### config.mk
export PLATFORM = sky130hd
export DESIGN_NAME = keystone_stream_shell
export DESIGN_NICKNAME = d
export VERILOG_FILES = /design/src/rtl/keystone_stream_shell.sv
export SDC_FILE = /design/constraint.sdc
export NUM_CORES = 1
export LEC_CHECK = 0
export ABC_AREA = 1
export BUFFER_PORTS_ARGS = -buffer_cell sky130_fd_sc_hd__buf_2
export CAP_MARGIN = 20
export CORE_AREA = 3 3 347 349
export CTS_BUF_LIST = sky130_fd_sc_hd__clkbuf_8
export DETAILED_ROUTE_END_ITERATION = 12
export DIE_AREA = 0 0 350 352
export PLACE_DENSITY = 0.34
export SYNTH_ARGS = -nofsm -noshare
export SYNTH_HDL_FRONTEND = slang
export SYNTH_SLANG_ARGS = --single-unit
### constraint.sdc
create_clock -name clock -period 18.2 [get_ports clock]
set_input_delay 1.82 -clock clock [delete_from_list [all_inputs] [get_ports clock]]
set_output_delay 1.82 -clock clock [all_outputs]
set_load 0.02 [all_outputs]
### src/rtl/keystone_stream_shell.sv
// AXI4-Stream shell around the keystone correction core: per-frame correct/bypass routing,
// frame-stable coefficient shadowing, core drain on mode change and a registered 2-entry egress skid.
module keystone_stream_shell #(
  parameter int DATA_W          = 64,
  parameter int COEF_W          = 32,
  parameter int NUM_COEF        = 9,
  parameter int MAX_OUTSTANDING = 64,
  parameter int LINE_CNT_W      = 12,
  parameter int FRAME_CNT_W     = 16
) (
  input  logic                         clock,
  input  logic                         reset,
  input  logic                         sw_reset,
  input  logic                         enable,
  input  logic [NUM_COEF*COEF_W-1:0]   coef_in,
  output logic [NUM_COEF*COEF_W-1:0]   coef_out,
  input  logic [DATA_W-1:0]            s_tdata,
  input  logic                         s_tvalid,
  input  logic                         s_tuser,
  input  logic                         s_tlast,
  output logic                         s_tready,
  output logic [DATA_W-1:0]            m_tdata,
  output logic                         m_tvalid,
  output logic                         m_tuser,
  output logic                         m_tlast,
  input  logic                         m_tready,
  output logic [DATA_W-1:0]            cx_tdata,
  output logic                         cx_tvalid,
  output logic                         cx_tuser,
  output logic                         cx_tlast,
  input  logic                         cx_tready,
  input  logic [DATA_W-1:0]            cr_tdata,
  input  logic                         cr_tvalid,
  input  logic                         cr_tuser,
  input  logic                         cr_tlast,
  output logic                         cr_tready,
  output logic                         core_clear,
  output logic                         mode_active,
  output logic [FRAME_CNT_W-1:0]       frame_count,
  output logic [LINE_CNT_W-1:0]        line_count
);

  localparam int OUT_W = $clog2(MAX_OUTSTANDING + 1);
  localparam logic [OUT_W-1:0] OUT_MAX = OUT_W'(MAX_OUTSTANDING);

  localparam logic [1:0] WAIT_SOF = 2'd0;
  localparam logic [1:0] RUN      = 2'd1;
  localparam logic [1:0] DRAIN    = 2'd2;

  logic [1:0]                   r_state;
  logic                         r_modeActive;
  logic [NUM_COEF*COEF_W-1:0]   r_coef;
  logic [FRAME_CNT_W-1:0]       r_frameCnt;
  logic [LINE_CNT_W-1:0]        r_lineCnt;
  logic [OUT_W-1:0]             r_outstanding;
  logic                         r_clearPend;

  logic [DATA_W-1:0]            r_mData;
  logic                         r_mValid;
  logic                         r_mUser;
  logic                         r_mLast;
  logic [DATA_W-1:0]            r_skData;
  logic                         r_skValid;
  logic                         r_skUser;
  logic                         r_skLast;

  logic                         w_rstAny;
  logic                         w_isWait;
  logic                         w_isRun;
  logic                         w_isDrain;
  logic                         w_outFull;
  logic                         w_outEmpty;
  logic                         w_skRdy;
  logic                         w_coreRdy;
  logic                         w_sofOk;
  logic                         w_sofStall;
  logic                         w_sofTake;
  logic                         w_fwdMode;
  logic                         w_sFwd;
  logic                         w_skFromCore;
  logic                         w_inValid;
  logic [DATA_W-1:0]            w_inData;
  logic                         w_inUser;
  logic                         w_inLast;
  logic                         w_inFire;
  logic                         w_outLoad;
  logic                         w_sFire;
  logic                         w_sofAcc;
  logic                         w_cxFire;
  logic                         w_crFire;

  assign w_rstAny   = reset | sw_reset;
  assign w_isWait   = (r_state == WAIT_SOF);
  assign w_isRun    = (r_state == RUN);
  assign w_isDrain  = (r_state == DRAIN);
  assign w_outFull  = (r_outstanding >= OUT_MAX);
  assign w_outEmpty = (r_outstanding == '0);
  assign w_skRdy    = ~r_skValid & ~w_rstAny;
  assign w_coreRdy  = cx_tready & ~w_outFull & ~w_rstAny;

  // A SOF may only open a new frame without draining if the mode is unchanged or the core is empty.
  assign w_sofOk    = (enable == r_modeActive) | w_outEmpty;
  assign w_sofStall = w_isRun & s_tvalid & s_tuser & ~w_sofOk;
  assign w_sofTake  = s_tvalid & s_tuser & (w_isWait | (w_isRun & w_sofOk));
  assign w_fwdMode  = w_sofTake ? enable : r_modeActive;
  assign w_sFwd     = s_tvalid & ((w_isRun & ~w_sofStall) | (w_isWait & s_tuser));

  assign w_skFromCore = w_isDrain | (w_isRun & r_modeActive & ~(w_sofTake & ~enable));

  always_comb begin
    s_tready = 1'b0;
    if (!w_rstAny) begin
      if (w_isWait) begin
        s_tready = s_tuser ? (enable ? w_coreRdy : w_skRdy) : 1'b1;
      end else if (w_isRun && !w_sofStall) begin
        s_tready = w_fwdMode ? w_coreRdy : w_skRdy;
      end
    end
  end

  assign cx_tvalid = w_sFwd & w_fwdMode & ~w_outFull & ~w_rstAny;
  assign cx_tdata  = s_tdata;
  assign cx_tuser  = s_tuser;
  assign cx_tlast  = s_tlast;
  assign cr_tready = w_skFromCore & w_skRdy;

  assign w_inValid = w_skFromCore ? cr_tvalid : (w_sFwd & ~w_fwdMode);
  assign w_inData  = w_skFromCore ? cr_tdata  : s_tdata;
  assign w_inUser  = w_skFromCore ? cr_tuser  : s_tuser;
  assign w_inLast  = w_skFromCore ? cr_tlast  : s_tlast;
  assign w_inFire  = w_inValid & w_skRdy;
  assign w_outLoad = ~r_mValid | m_tready;

  assign w_sFire  = s_tvalid & s_tready;
  assign w_sofAcc = w_sFire & w_sofTake;
  assign w_cxFire = cx_tvalid & cx_tready;
  assign w_crFire = cr_tvalid & cr_tready;

  always_ff @(posedge clock or posedge reset) begin
    if (reset) begin
      r_state       <= WAIT_SOF;
      r_modeActive  <= 1'b0;
      r_coef        <= '0;
      r_frameCnt    <= '0;
      r_lineCnt     <= '0;
      r_outstanding <= '0;
      r_clearPend   <= 1'b1;
    end else if (sw_reset) begin
      r_state       <= WAIT_SOF;
      r_modeActive  <= 1'b0;
      r_coef        <= '0;
      r_frameCnt    <= '0;
      r_lineCnt     <= '0;
      r_outstanding <= '0;
      r_clearPend   <= 1'b1;
    end else begin
      r_clearPend <= 1'b0;
      case (r_state)
        WAIT_SOF: if (w_sofAcc) r_state <= RUN;
        RUN:      if (w_sofStall) r_state <= DRAIN;
        DRAIN:    if (w_outEmpty) r_state <= WAIT_SOF;
        default:  r_state <= WAIT_SOF;
      endcase

      if (w_sofAcc) begin
        r_modeActive <= enable;
        r_coef       <= coef_in;
        r_frameCnt   <= r_frameCnt + FRAME_CNT_W'(1);
        r_lineCnt    <= s_tlast ? LINE_CNT_W'(1) : '0;
      end else if (w_sFire && w_sFwd && s_tlast && (r_lineCnt != '1)) begin
        r_lineCnt <= r_lineCnt + LINE_CNT_W'(1);
      end

      if (w_cxFire && !w_crFire) begin
        r_outstanding <= r_outstanding + OUT_W'(1);
      end else if (!w_cxFire && w_crFire && !w_outEmpty) begin
        r_outstanding <= r_outstanding - OUT_W'(1);
      end
    end
  end

  // Output register is the head; the skid entry only fills when the head is stalled.
  always_ff @(posedge clock or posedge reset) begin
    if (reset) begin
      r_mData   <= '0;
      r_mValid  <= 1'b0;
      r_mUser   <= 1'b0;
      r_mLast   <= 1'b0;
      r_skData  <= '0;
      r_skValid <= 1'b0;
      r_skUser  <= 1'b0;
      r_skLast  <= 1'b0;
    end else if (sw_reset) begin
      r_mData   <= '0;
      r_mValid  <= 1'b0;
      r_mUser   <= 1'b0;
      r_mLast   <= 1'b0;
      r_skData  <= '0;
      r_skValid <= 1'b0;
      r_skUser  <= 1'b0;
      r_skLast  <= 1'b0;
    end else if (w_outLoad) begin
      if (r_skValid) begin
        r_mData   <= r_skData;
        r_mUser   <= r_skUser;
        r_mLast   <= r_skLast;
        r_mValid  <= 1'b1;
        r_skValid <= 1'b0;
      end else begin
        r_mValid <= w_inFire;
        if (w_inFire) begin
          r_mData <= w_inData;
          r_mUser <= w_inUser;
          r_mLast <= w_inLast;
        end
      end
    end else if (w_inFire) begin
      r_skData  <= w_inData;
      r_skUser  <= w_inUser;
      r_skLast  <= w_inLast;
      r_skValid <= 1'b1;
    end
  end

  assign m_tdata     = r_mData;
  assign m_tvalid    = r_mValid;
  assign m_tuser     = r_mUser;
  assign m_tlast     = r_mLast;
  assign coef_out    = r_coef;
  assign mode_active = r_modeActive;
  assign frame_count = r_frameCnt;
  assign line_count  = r_lineCnt;
  assign core_clear  = r_clearPend & ~w_rstAny;

endmodule

Word level (Yosys, flattened, before mapping)
Index checks and enable logic that the tools add are counted.

cells by class
  shift-type cells = 0
  order comparisons = 1
  divide/modulo/power cells = 0
  reductions and logical operators = 23
  add/subtract/negate cells = 4
  equality and inequality tests = 8
  multiply operators = 0
  bitwise gates (word level) = 41
  multiplexer cells = 54

operators with widths
  cell                                                      number
  two-way mux 288 bit                                       2
  two-way mux 64 bit                                        7
  two-way mux 12 bit                                        3
  two-way mux 1 bit                                         32
  two-way mux 16 bit                                        2
  AND 1 bit                                                 26
  two-way mux 7 bit                                         3
  adder 16 x 1 -> 16 bit, second input constant             1
  adder 12 x 1 -> 12 bit, second input constant             1
  inequality test 12 bit, second input constant             1
  nonzero test 3 bit                                        4
  inequality test 3 x 2 -> 1 bit, second input constant     3
  NOT 1 bit                                                 9
  two-way mux 2 bit                                         4
  adder 7 x 1 -> 7 bit, second input constant               1
  greater-or-equal comparator 7 bit, second input constant  1
  logical AND 1 bit                                         7
  logical NOT 7 bit                                         1
  subtractor 7 x 1 -> 7 bit, second input constant          1
  bitwise OR 1 bit                                          6
  one-hot mux 2 bit (3 select lines)                        1
  nonzero test 2 bit                                        3
  logical NOT 1 bit                                         4
  AND reduction 2 bit                                       2
  other kinds (6)                                           6

word-level totals
  memories kept = 0
  output and inout bits = 454
  RAM bits = 0
  word-level logic and storage cells = 146
  bits in read-only memories = 0
  input port bits = 428
  bits in latches = 0
  register bits after elaboration = 461

Longest topological paths before layout
Gate-level depths: netlist of run 1.

  depth in word-level cells = 18
  depth in mapped cells = 19
  mapped depth without buffers = 19

Worst setup path before layout of run 1
OpenSTA, ideal clock, no wires.

  path type = input -> output
  start point = input sw_reset
  end point = output s_tready
  stages = 7
  buffers on the path = 0
  slack = 13.314 ns
  arrival = 3.066 ns
  path through = nor2_1 > inv_2 > nor2_1 > nand3_1 > a21oi_1 > inv_1 > a21oi_1

between the ends
  cells in the longest elaborated chain, start to end = 7

RTL lines
  item                                  line      source
  start, declared                       13        input logic sw_reset,
  bitwise OR 1 bit (*)                  92        assign w_rstAny = reset | sw_reset;
  NOT 1 bit                             98, 99
  AND 1 bit (on tied branches)          98, 99
  two-way mux 1 bit (on tied branches)  116, 114
  two-way mux 1 bit (on tied branches)  115, 114
  two-way mux 1 bit                     113       if (w_isWait) begin
  two-way mux 1 bit (*)                 112       if (!w_rstAny) begin
  end, declared                         21        output logic s_tready,

Mark *: on every way between the ends. The rest lies on a longest branch, timed or not.

Worst setup path after layout of run 1
Same ends and word-level chain as after synthesis.

==> reports/qor.txt, run 1 <==
Seq cells post-synth = 461
maximum vdd drop = 0.0496 mV
clock skew = 0.0398 ns
floorplan core area = 0.118 mm2
total grt overflow = 0
ys flop type = dfrtp_1
Post-synth ARST share = 1.00
layout cells sized above 1 = 0.312
synthesized area = 0.0209 mm2
Die ar. = 0.123 mm2
Routed WL = 100000 um
I/O pin count = 882
multi-input logic area = 0.00771 mm2
Synth Instances = 2543
Area after DPL = 0.0262 mm2
crit path kind = primary input to output pin
vias in the first global route = 20200
final setup fails = 0
DR vias = 20100
PortBufs = 881
Clock Tree Buf Depth = 3
first-pass GRT wire length = 145000 um
PD cells = 102 mW/mm2
CTS tree = built
die width = 350 um
fin nets = 3736
Critical Path Start Type = primary input
remaining antenna violation count = 0
area delta synth->final = 34.3%
Clk Latency, worst-skew pair = 0.75 ns
post-detail-place hpwl = 72000 um
Hold Path Class = register to register
vias per inst = 4.10
Worst Path Required = 16.38 ns
Initial DRC Count = 1259
Min Hold Slack = 0.470 ns
max_slew headroom = 0.306
post-route cell area = 0.0281 mm2
Slew Viols, Final = 0
Fin. Hold Viols = 0
syn_nets = 2980
per-cell routed wire length = 20.4 um
post_cts resized = 0
max incr delay on CP = 0.50 ns
clk slew on worst S/H paths = 0.05 ns
worst r2r src = mode_active
register area = 0.0115 mm2
Die Y-Extent = 352 um
GRT Util Overall = 0.158
Initial Util = 0.178
gpl congestion = 0.851
H-Tree Depth = 3
Root Driver = clkbuf_8
Leak = 15.2 nW
reg-to-reg endpoint = coef_out[126]
hold-critical path endpoint = coef_out[3]
unrepaired setup endpoints after global routing = false
Worst Path Arrival = 3.84 ns
hold buffers post-CTS = 0
Critical Path, Cell by Cell = buf_2 -> nor2_1 -> inv_2 -> nor2_1 -> nand3_1 -> a21oi_1 -> inv_1 -> a21oi_1 -> buf_2
FF-to-FF path depth = 16
post-synth cell types = 36
residual DRC count = 0
Util after Layout = 0.239
Critical Path Sink Type = output pin
Crit Path Max Fanout = 14
status = complete, no violations
critical path's slowest cell = a21oi_1
Fill cells = 13200
Max-Cap Viols = 0
Post-Route Setup TNS = 0 ns
Syn. warnings = 0
Post-synth EDFFs = 0
worst slew pin tran = 1.04 ns
post-layout min period = 5.66 ns
initial antenna violation count = 31
overall power = 2.87 mW
register area share after synthesis = 0.551
Syn Area/Cell = 8.23 um2
Hold Crit Start = coef_out[3]
largest net degree at the start of global routing = 176
Peak Freq = 177 MHz
FF-to-FF setup slack = 13.93 ns
# rows = 126
Cells on Worst Hold Path = 2
final period utilization = 0.311
Sinks on Clock Net = 461
number of buffers created by CTS = 94
Post-CTS Setup Repair Bufs = 0
Initial DRT Pass Iterations = 5
==> cells in the mapped netlist, drive strengths merged (7+ instances only) <==
master  instances  share of area
nand2         927           0.17
dfrtp         460           0.55
nand3         441           0.11
o21ai         221          0.053
buf           137          0.042
inv           119          0.021
clkbuf        103          0.019
nor2           38         0.0071
nand4          21         0.0070
a21oi          18         0.0043
xor2           15         0.0063
nor3           12         0.0029
ha              8         0.0048
o31ai           7         0.0025
==> sequential cells by signal (all words and copies together) (netlist names) <==
signal	count
line_count	12
m_tvalid	1
r_skData	64
r_clearPend	1
coef_out	288
r_skLast	1
r_skValid	1
m_tdata	64
mode_active	1
r_skUser	1
m_tlast	1
frame_count	16
r_outstanding	7
m_tuser	1
r_state	2
==> placed cells by master, fill, tap and decap left out, drive strengths merged, types with 3 or more instances in the layout <==
cell type and instances:
nand2 927, buf 900, dfrtp 460, nand3 441, o21ai 221, inv 157
clkbuf 113, nor2 38, nand4 21, a21oi 18, xor2 15, diode 13
nor3 12, ha 8, o31ai 7, clkinv 5, o22ai 3, xnor2 3
==> cell type report <==
type                            instances  share of cell area
Sequential cell                       461               0.411
Multi-Input combinational cell       1722               0.274
Timing Repair Buffer                  900               0.164
Tap cell                             1536              0.0684
Clock buffer                          113              0.0553
Inverter                              120              0.0169
Clock inverter                         45             0.00970
Antenna cell                           13             0.00116
==> power by group <==
group | total (mW) | internal [mW] | leakage [nW] | switching [mW]
combinational | 0.631 | 0.187 | 8.04 | 0.445
clock | 1.09 | 0.577 | 1.06 | 0.509
sequential | 1.16 | 1.11 | 6.14 | 0.0500
==> worst max path at each step <==
stage | cells past startpoint | endpoint | start
finish | 9 | s_tready | sw_reset
global route | 9 | s_tready | sw_reset
CTS | 9 | s_tready | sw_reset
detailed placement | 14 | coef_out[94] | s_tvalid
global placement | 14 | coef_out[155] | s_tvalid
floorplan | 1 | coef_out[0] | reset
==> critical path: cells and delay by family <==
| kind | cells | cell delay, ns |
|---|---|---|
| buffers and inverters | 4 | 0.73 |
| AND/OR/NAND/NOR | 3 | 0.37 |
| AO/OA/AOI/OAI | 2 | 0.90 |
==> metal layers <==
metal	wire (um)	up-vias	track usage
met5	200	-	0
met4	2640	28	0.0425
met3	7030	145	0.0483
met2	49300	623	0.268
met1	40900	9647	0.191
li1	-	9705	-
==> per-stage QoR <==
| step | instances | setup slack [ns] |
|---|---|---|
| 3_5_place_dp | 4739 | 12.39 |
| 3_3_place_gp | 4739 | 12.41 |
| 5_1_grt | 4899 | 12.29 |
| 2_1_floorplan | 2543 | 3.53 |
| 4_1_cts | 4897 | 12.54 |
| 6_report | 4910 | 12.54 |
==> kinds of logic (layout without fill, tap and decap cells) <==
kind of cell / count (synthesis) / in the layout / share of synthesized area
XOR/XNOR: 18 / 18 / 0.00753
AND/OR/NAND/NOR: 1444 / 1444 / 0.292
buffers and inverters: 360 / 1178 / 0.0825
adder cells (fa/ha/maj): 9 / 9 / 0.00574
other: 0 / 13 / 0
AO/OA/AOI/OAI: 251 / 251 / 0.0616
flip-flops: 461 / 461 / 0.551
(Power assumes the default switching activity.)
==> inputs of run 2 (changes only) <==
==> constraint.sdc (replaced) <==
create_clock -name clock -period 5.7 [get_ports clock]
set_input_delay 0.57 -clock clock [delete_from_list [all_inputs] [get_ports clock]]
set_output_delay 0.57 -clock clock [all_outputs]
set_load 0.02 [all_outputs]
==> reports/qor.txt, run 2 (same netlist as run 1, synthesis figures left out) <==
status = complete, no violations
Clock Tree Buf Depth = 3 (unchanged)
CTS tree = built
post-route cell area = 0.0305 mm2 (+8.5%)
final period utilization = 0.640
Switching Fraction = 0.342 (-0.00712)
Fin. Hold Viols = 0 (unchanged)
most frequent cells in the layout = nand2_1 (921), buf_2 (881), dfrtp_1 (459)
initial antenna violation count = 30 (-3.2%)
# rows = 126 (unchanged)
Worst Path Arrival = 3.08 ns (-0.76 ns)
Initial DRC Count = 1441 (+14%)
residual DRC count = 0 (unchanged)
Peak Freq = 274 MHz
clock network power share = 0.386 (+0.008)
crit path kind = primary input to output pin
wire length on met1 = 41400 um (+1.2%)
vias in the first global route = 21400 (+5.6%)
layout cells sized above 1 = 0.297 (-0.0144)
Slew Viols, Final = 0 (unchanged)
clk slew on worst S/H paths = 0.05 ns (about the same)
Int Pwr = 6.26 mW (+240%)
Worst Path Required = 5.13 ns (-11.25 ns)
remaining antenna violation count = 0 (unchanged)
Die ar. = 0.123 mm2 (unchanged)
first-pass GRT wire length = 148000 um (+1.9%)
die width = 350 um (unchanged)
Comb pwr share = 0.228 (+0.008)
max reg flops = 288 (unchanged)
maximum vdd drop = 0.134 mV (+170%)
Sinks on Clock Net = 461 (unchanged)
commonest non-fill, non-tap cell in the layout = nand2_1
I/O pin count = 882 (unchanged)
Critical Path Start Type = primary input
post-detail-place hpwl = 73300 um (+1.8%)
P_sw = 3.26 mW (+220%)
largest net degree at the start of global routing = 156 (-11%)
Crit Path Max Fanout = 7 (-7)
post_cts resized = 0 (unchanged)
Cells on Worst Hold Path = 3 (+1)
worst slew pin tran = 0.886 ns (-0.155 ns)
Die Y-Extent = 352 um (unchanged)
per-cell routed wire length = 19.8 um (-3.1%)
Clk Latency, worst-skew pair = 0.74 ns (about the same)
floorplan core area = 0.118 mm2 (unchanged)
overall power = 9.52 mW (+230%)
WL met2 = 49000 um (-0.57%)
post-layout min period = 3.65 ns
unrepaired setup endpoints after global routing = false
PD cells = 312 mW/mm2 (+210%)
vias per inst = 4.10 (about the same)
Min Hold Slack = 0.119 ns (-0.351 ns)
Root Driver = clkbuf_8
area delta synth->final = 45.7%
FF-to-FF path depth = 13 (-3)
Sequential Power Share = 0.387 (-0.015)
Max-Cap Viols = 0 (unchanged)
GRT Util Overall = 0.160 (+0.00243)
max_slew headroom = 0.409 (+0.104)
final setup fails = 0 (unchanged)
Initial DRT Pass Iterations = 6 (+1)
clock skew = 0.0570 ns (+0.0172 ns)
Routed WL = 102000 um (+1.4%)
DR top layer = met5
PortBufs = 881 (unchanged)
total grt overflow = 0 (unchanged)
number of buffers created by CTS = 95 (+1.1%)
H-Tree Depth = 3 (unchanged)
Critical Path Sink Type = output pin
Leak = 16.3 nW (+6.7%)
Area after DPL = 0.0264 mm2 (+0.49%)
fin nets = 3958 (+5.9%)
Hold Path Class = primary input to register
Initial Util = 0.178 (unchanged)
DR vias = 21100 (+4.7%)
met3 wire len = 7460 um (+6.1%)
gpl congestion = 0.860 (+1.0%)
-- run 2: area by class of cell --
class                           count  area [um2]
Inverter                          120         470
Timing Repair Buffer             1121        6870
Multi-Input combinational cell   1722        7700
Antenna cell                       11        27.5
Fill cell                       13100       87300
Sequential cell                   461       11500
Tap cell                         1536        1920
Clock buffer                      124        1710
Clock inverter                     43         270
-- run 2: power by group through the flow --
stage	combinational [mW]	sequential [mW]	clock (mW)
global placement	2.11	3.74	0
finish	2.17	3.68	3.67
global route	2.41	3.71	3.99
detailed placement	2.10	3.73	0
CTS	2.23	3.68	3.86
floorplan	0.940	4.01	0
-- run 2: stage by stage --
step,TNS (ns),instances,worst slack [ns],utilization
after CTS,0,5127,1.96,0.259
after global placement,0,4748,1.85,0.224
after floorplan,-509.76,2543,-1.11,-
after detailed placement,0,4748,1.84,0.224
after global routing,0,5135,1.81,0.259
final,0,5138,2.05,0.259
-- run 2: critical path, stage by stage --
cell and delay (ns):
dlygate4sd3_1 0.58, buf_2 0.16, nor2_1 0.11, inv_2 0.07
nor2_1 0.12, nand3_1 0.09, a21oi_1 0.44, inv_1 0.08
a21oi_1 0.54, buf_2 0.33
-- run 2: repair_timing --
action / in CTS / in global routing
buffers inserted: 0 / 0
setup endpoints to repair: 0 / 0
hold endpoints to repair: 227 / 0
hold buffers: 212 / 0
-- run 2: worst paths after layout --
path / start / endpoint / slack, ns
worst min-delay path: coef_in[263] / coef_out[263] / 0.12
worst max register to register: mode_active / m_tdata[58] / 2.24
min in group asynchronous: reset / coef_out[9] / 0.61
worst max-delay path: reset / s_tready / 2.05
max in group asynchronous: reset / m_tdata[26] / 3.79
worst min register to register: coef_out[77] / coef_out[77] / 0.47
-- run 2: metal layers --
layer  track usage  vias up
met4        0.0564       24
met2         0.267      702
li1              -    10100
met1         0.193    10000
met5             0        -
met3        0.0495      183
==> inputs of run 3 (changes only) <==
==> config.mk (replaced) <==
export PLATFORM = sky130hd
export DESIGN_NAME = keystone_stream_shell
export DESIGN_NICKNAME = d
export VERILOG_FILES = /design/src/rtl/keystone_stream_shell.sv
export SDC_FILE = /design/constraint.sdc
export NUM_CORES = 1
export LEC_CHECK = 0
export ABC_AREA = 0
export BUFFER_PORTS_ARGS = -buffer_cell sky130_fd_sc_hd__buf_2
export CAP_MARGIN = 20
export CORE_AREA = 3 3 342 344
export CTS_BUF_LIST = sky130_fd_sc_hd__clkbuf_8
export DETAILED_ROUTE_END_ITERATION = 12
export DIE_AREA = 0 0 345 347
export PLACE_DENSITY = 0.36
export SYNTH_ARGS = -nofsm -noshare
export SYNTH_HDL_FRONTEND = slang
export SYNTH_SLANG_ARGS = --single-unit
==> constraint.sdc (replaced) <==
create_clock -name clock -period 3 [get_ports clock]
set_input_delay 0.3 -clock clock [delete_from_list [all_inputs] [get_ports clock]]
set_output_delay 0.3 -clock clock [all_outputs]
set_load 0.02 [all_outputs]
==> reports/qor.txt, run 3 <==
status = finished, violations left
failing checks = setup timing
Worst Path Buf+Inv = 1 (-4)
synth cell count leaders = nand2_1 (734), dfrtp_1 (460), nand3b_1 (355), clkbuf_1 (100), a21oi_1 (92)
number of buffers created by CTS = 95 (unchanged)
ys flop type = dfrtp_1
Die ar. = 0.120 mm2 (-2.8%)
vias in the first global route = 23200 (+8.6%)
Critical Path Start Type = register
remaining antenna violation count = 0 (unchanged)
Sinks on Clock Net = 461 (unchanged)
max_slew headroom = 0.352 (-0.0570)
post-route cell area = 0.0381 mm2 (+25%)
DR vias = 22300 (+5.7%)
Initial Util = 0.189 (+0.0109)
GRT Util Overall = 0.163 (+0.00277)
initial antenna violation count = 2 (-93%)
Area after DPL = 0.0286 mm2 (+8.4%)
Yosys top cell by area = dfrtp_1
post-layout min period = 3.44 ns
Synth top area share = 0.534 (-0.0156)
I/O pin count = 882 (unchanged)
Post-Route Setup TNS = -63.09 ns (-63.09 ns)
Initial DRC Count = 1164 (-19%)
Util after Layout = 0.334 (+0.0747)
Peak Freq = 291 MHz
Routed WL = 105000 um (+3.2%)
Clk Latency, worst-skew pair = 0.74 ns (about the same)
Syn Area/Cell = 9.42 um2 (+14%)
top cells by area in the synthesized netlist = dfrtp_1 (53%), nand2_1 (13%), nand3b_1 (12%)
Hold Path Class = primary input to register
H-Tree Depth = 3 (unchanged)
clk slew on worst S/H paths = 0.06 ns (about the same)
largest net degree at the start of global routing = 184 (+18%)
Int Pwr = 11.7 mW (+86%)
gpl congestion = 0.784 (-8.8%)
clock skew = 0.0549 ns (-0.00211 ns)
critical path's slowest cell = or4_4
# rows = 124 (-1.6%)
synthesized area = 0.0215 mm2 (+2.9%)
Clock Tree Buf Depth = 3 (unchanged)
Die Y-Extent = 347 um (-1.4%)
Root Driver = clkbuf_8
final period utilization = 1.15
max reg flops = 288 (unchanged)
crit path kind = register to register
post-synth cell types = 57 (+58%)
clock network power share = 0.446 (+0.060)
Max-Cap Viols = 0 (unchanged)
layout cells sized above 1 = 0.403 (+0.105)
Seq cells post-synth = 461 (unchanged)
PD cells = 427 mW/mm2 (+37%)
vias per inst = 4.19 (+2.0%)
total grt overflow = 0 (unchanged)
most common cell in the netlist = nand2_1
Critical Path Sink Type = register
most frequent cells in the layout = buf_2 (877), nand2_1 (574), dfrtp_1 (460)
area delta synth->final = 76.9%
PortBufs = 881 (unchanged)
residual DRC count = 0 (unchanged)
maximum vdd drop = 0.286 mV (+110%)
Worst Path Required = 3.62 ns (-1.51 ns)
Synth Instances = 2286 (-10%)
final setup fails = 376 (+376)
Syn. warnings = 0 (unchanged)
unrepaired setup endpoints after global routing = true
Sequential Power Share = 0.398 (+0.011)
max incr delay on CP = 0.57 ns (about the same)
Switching Fraction = 0.283 (-0.0590)
die width = 345 um (-1.4%)
Worst Path Arrival = 4.05 ns (+0.97 ns)
Post-synth EDFFs = 0 (unchanged)
Initial DRT Pass Iterations = 5 (-1)
Leak = 19.9 nW (+22%)
Top delay family on crit path = simple AND/OR/NAND/NOR gates
worst slew pin tran = 0.972 ns (+0.0856 ns)
Critical Path, Cell by Cell = or4_4 -> or4_4 -> a31oi_4 -> nor3_4 -> nor2_4 -> inv_4 -> ha_4 -> a21o_1 -> a21oi_2 -> o21bai_1 -> a21o_1 -> or4b_4 -> a31oi_1
Fin. Hold Viols = 0 (unchanged)
P_sw = 4.61 mW (+41%)
Comb pwr share = 0.156 (-0.072)
register area share after synthesis = 0.536 (-0.0156)
CTS tree = built
commonest non-fill, non-tap cell in the layout = buf_2
fin worst setup slack = -0.435 ns (-2.49 ns)
syn_nets = 2723 (-8.6%)
floorplan core area = 0.114 mm2 (-3.0%)
post-detail-place hpwl = 68100 um (-7.1%)
Slew Viols, Final = 0 (unchanged)
per-cell routed wire length = 19.7 um (-0.43%)
setup slack at placement = -0.517 ns (-2.36 ns)
Crit Path Max Fanout = 4 (-3)
first-pass GRT wire length = 151000 um (+2.1%)
Post-synth ARST share = 1.00 (unchanged)
fin nets = 4170 (+5.4%)
run 3: cell types whose count changed after synthesis, moves of 34 or more:
cell      change
buf_1        +34
nand2_1     -190
a21oi_1      +74
o211ai_1     +69
nand3b_1    +354
o21ai_1      -38
inv_1       -103
nand3_1     -427
mux2i_1      +73
o21ai_0     -100
run 3: through the flow:
step	power, mW	std cells	hold slack, ns
after detailed placement	8.39	4617	0.429
after global placement	8.41	4617	0.412
final	16.3	5324	0.137
after floorplan	7.48	2286	0.304
after global routing	17.0	5324	0.0717
after CTS	16.5	5284	0.0295
run 3: logic make-up after synthesis:
| logic type | share of synthesized area |
|---|---|
| adder cells (fa/ha/maj) | 0.00558 |
| flip-flops | 0.536 |
| XOR/XNOR | 0.00366 |
| buffers and inverters | 0.0583 |
| AND/OR/NAND/NOR | 0.278 |
| AO/OA/AOI/OAI | 0.0836 |
| multiplexers | 0.0350 |
run 3: final cells by class:
| cell class | instances | area [um2] |
|---|---|---|
| Antenna cell | 2 | 5.00 |
| Clock buffer | 123 | 1690 |
| Clock inverter | 51 | 378 |
| Fill cell | 11900 | 76100 |
| Inverter | 15 | 72.6 |
| Multi-Input combinational cell | 1571 | 9750 |
| Sequential cell | 461 | 11500 |
| Tap cell | 1512 | 1890 |
| Timing Repair Buffer | 1589 | 12800 |
run 3: layer usage:
layer | GRT usage | vias to the layer above | routed length, um
met5 | 0 | - | 0
met4 | 0.0634 | 0 | 3540
met3 | 0.0383 | 174 | 5820
met2 | 0.278 | 741 | 52300
met1 | 0.197 | 10800 | 43000
li1 | - | 10600 | -
run 3: worst paths after layout:
| kind | from | end | slack, ns | cells after the start |
|---|---|---|---|---|
| worst max-delay path | r_outstanding[3] | r_outstanding[6] | -0.44 | 13 |
| worst min-delay path | cr_tdata[49] | r_skData[49] | 0.14 | 4 |
| worst max register to register | r_outstanding[3] | r_outstanding[6] | -0.44 | 13 |
| worst min register to register | coef_out[222] | coef_out[222] | 0.49 | 2 |
| max in group asynchronous | reset | coef_out[256] | 1.84 | 4 |
| min in group asynchronous | reset | r_skData[25] | 0.23 | 3 |
run 3: what timing repair did:
| item | in CTS | in global routing |
|---|---|---|
| pin swaps | 78 | 200 |
| endpoints found under the setup margin | 257 | 454 |
| cloned | 24 | 26 |
| hold buffers | 421 | 0 |
| buffers inserted | 48 | 23 |
| gates resized for setup | 142 | 284 |
| hold endpoints to repair | 457 | 0 |
run 3: power groups by stage:
| stage | combinational [mW] | sequential [mW] | clock, mW |
|---|---|---|---|
| floorplan | 0.709 | 6.77 | 0 |
| global placement | 1.83 | 6.58 | 0 |
| detailed placement | 1.82 | 6.58 | 0 |
| CTS | 2.44 | 6.47 | 7.57 |
| global route | 2.73 | 6.49 | 7.81 |
| finish | 2.54 | 6.47 | 7.25 |
run 3: worst register-to-register path: stages, from the launching register on:
cell and delay [ns]:
dfrtp_1 0.37, or4_4 0.57, or4_4 0.46, a31oi_4 0.20, nor3_4 0.08, nor2_4 0.16, inv_4 0.07, ha_4 0.24
a21o_1 0.18, a21oi_2 0.15, o21bai_1 0.09, a21o_1 0.17, or4b_4 0.47, a31oi_1 0.14
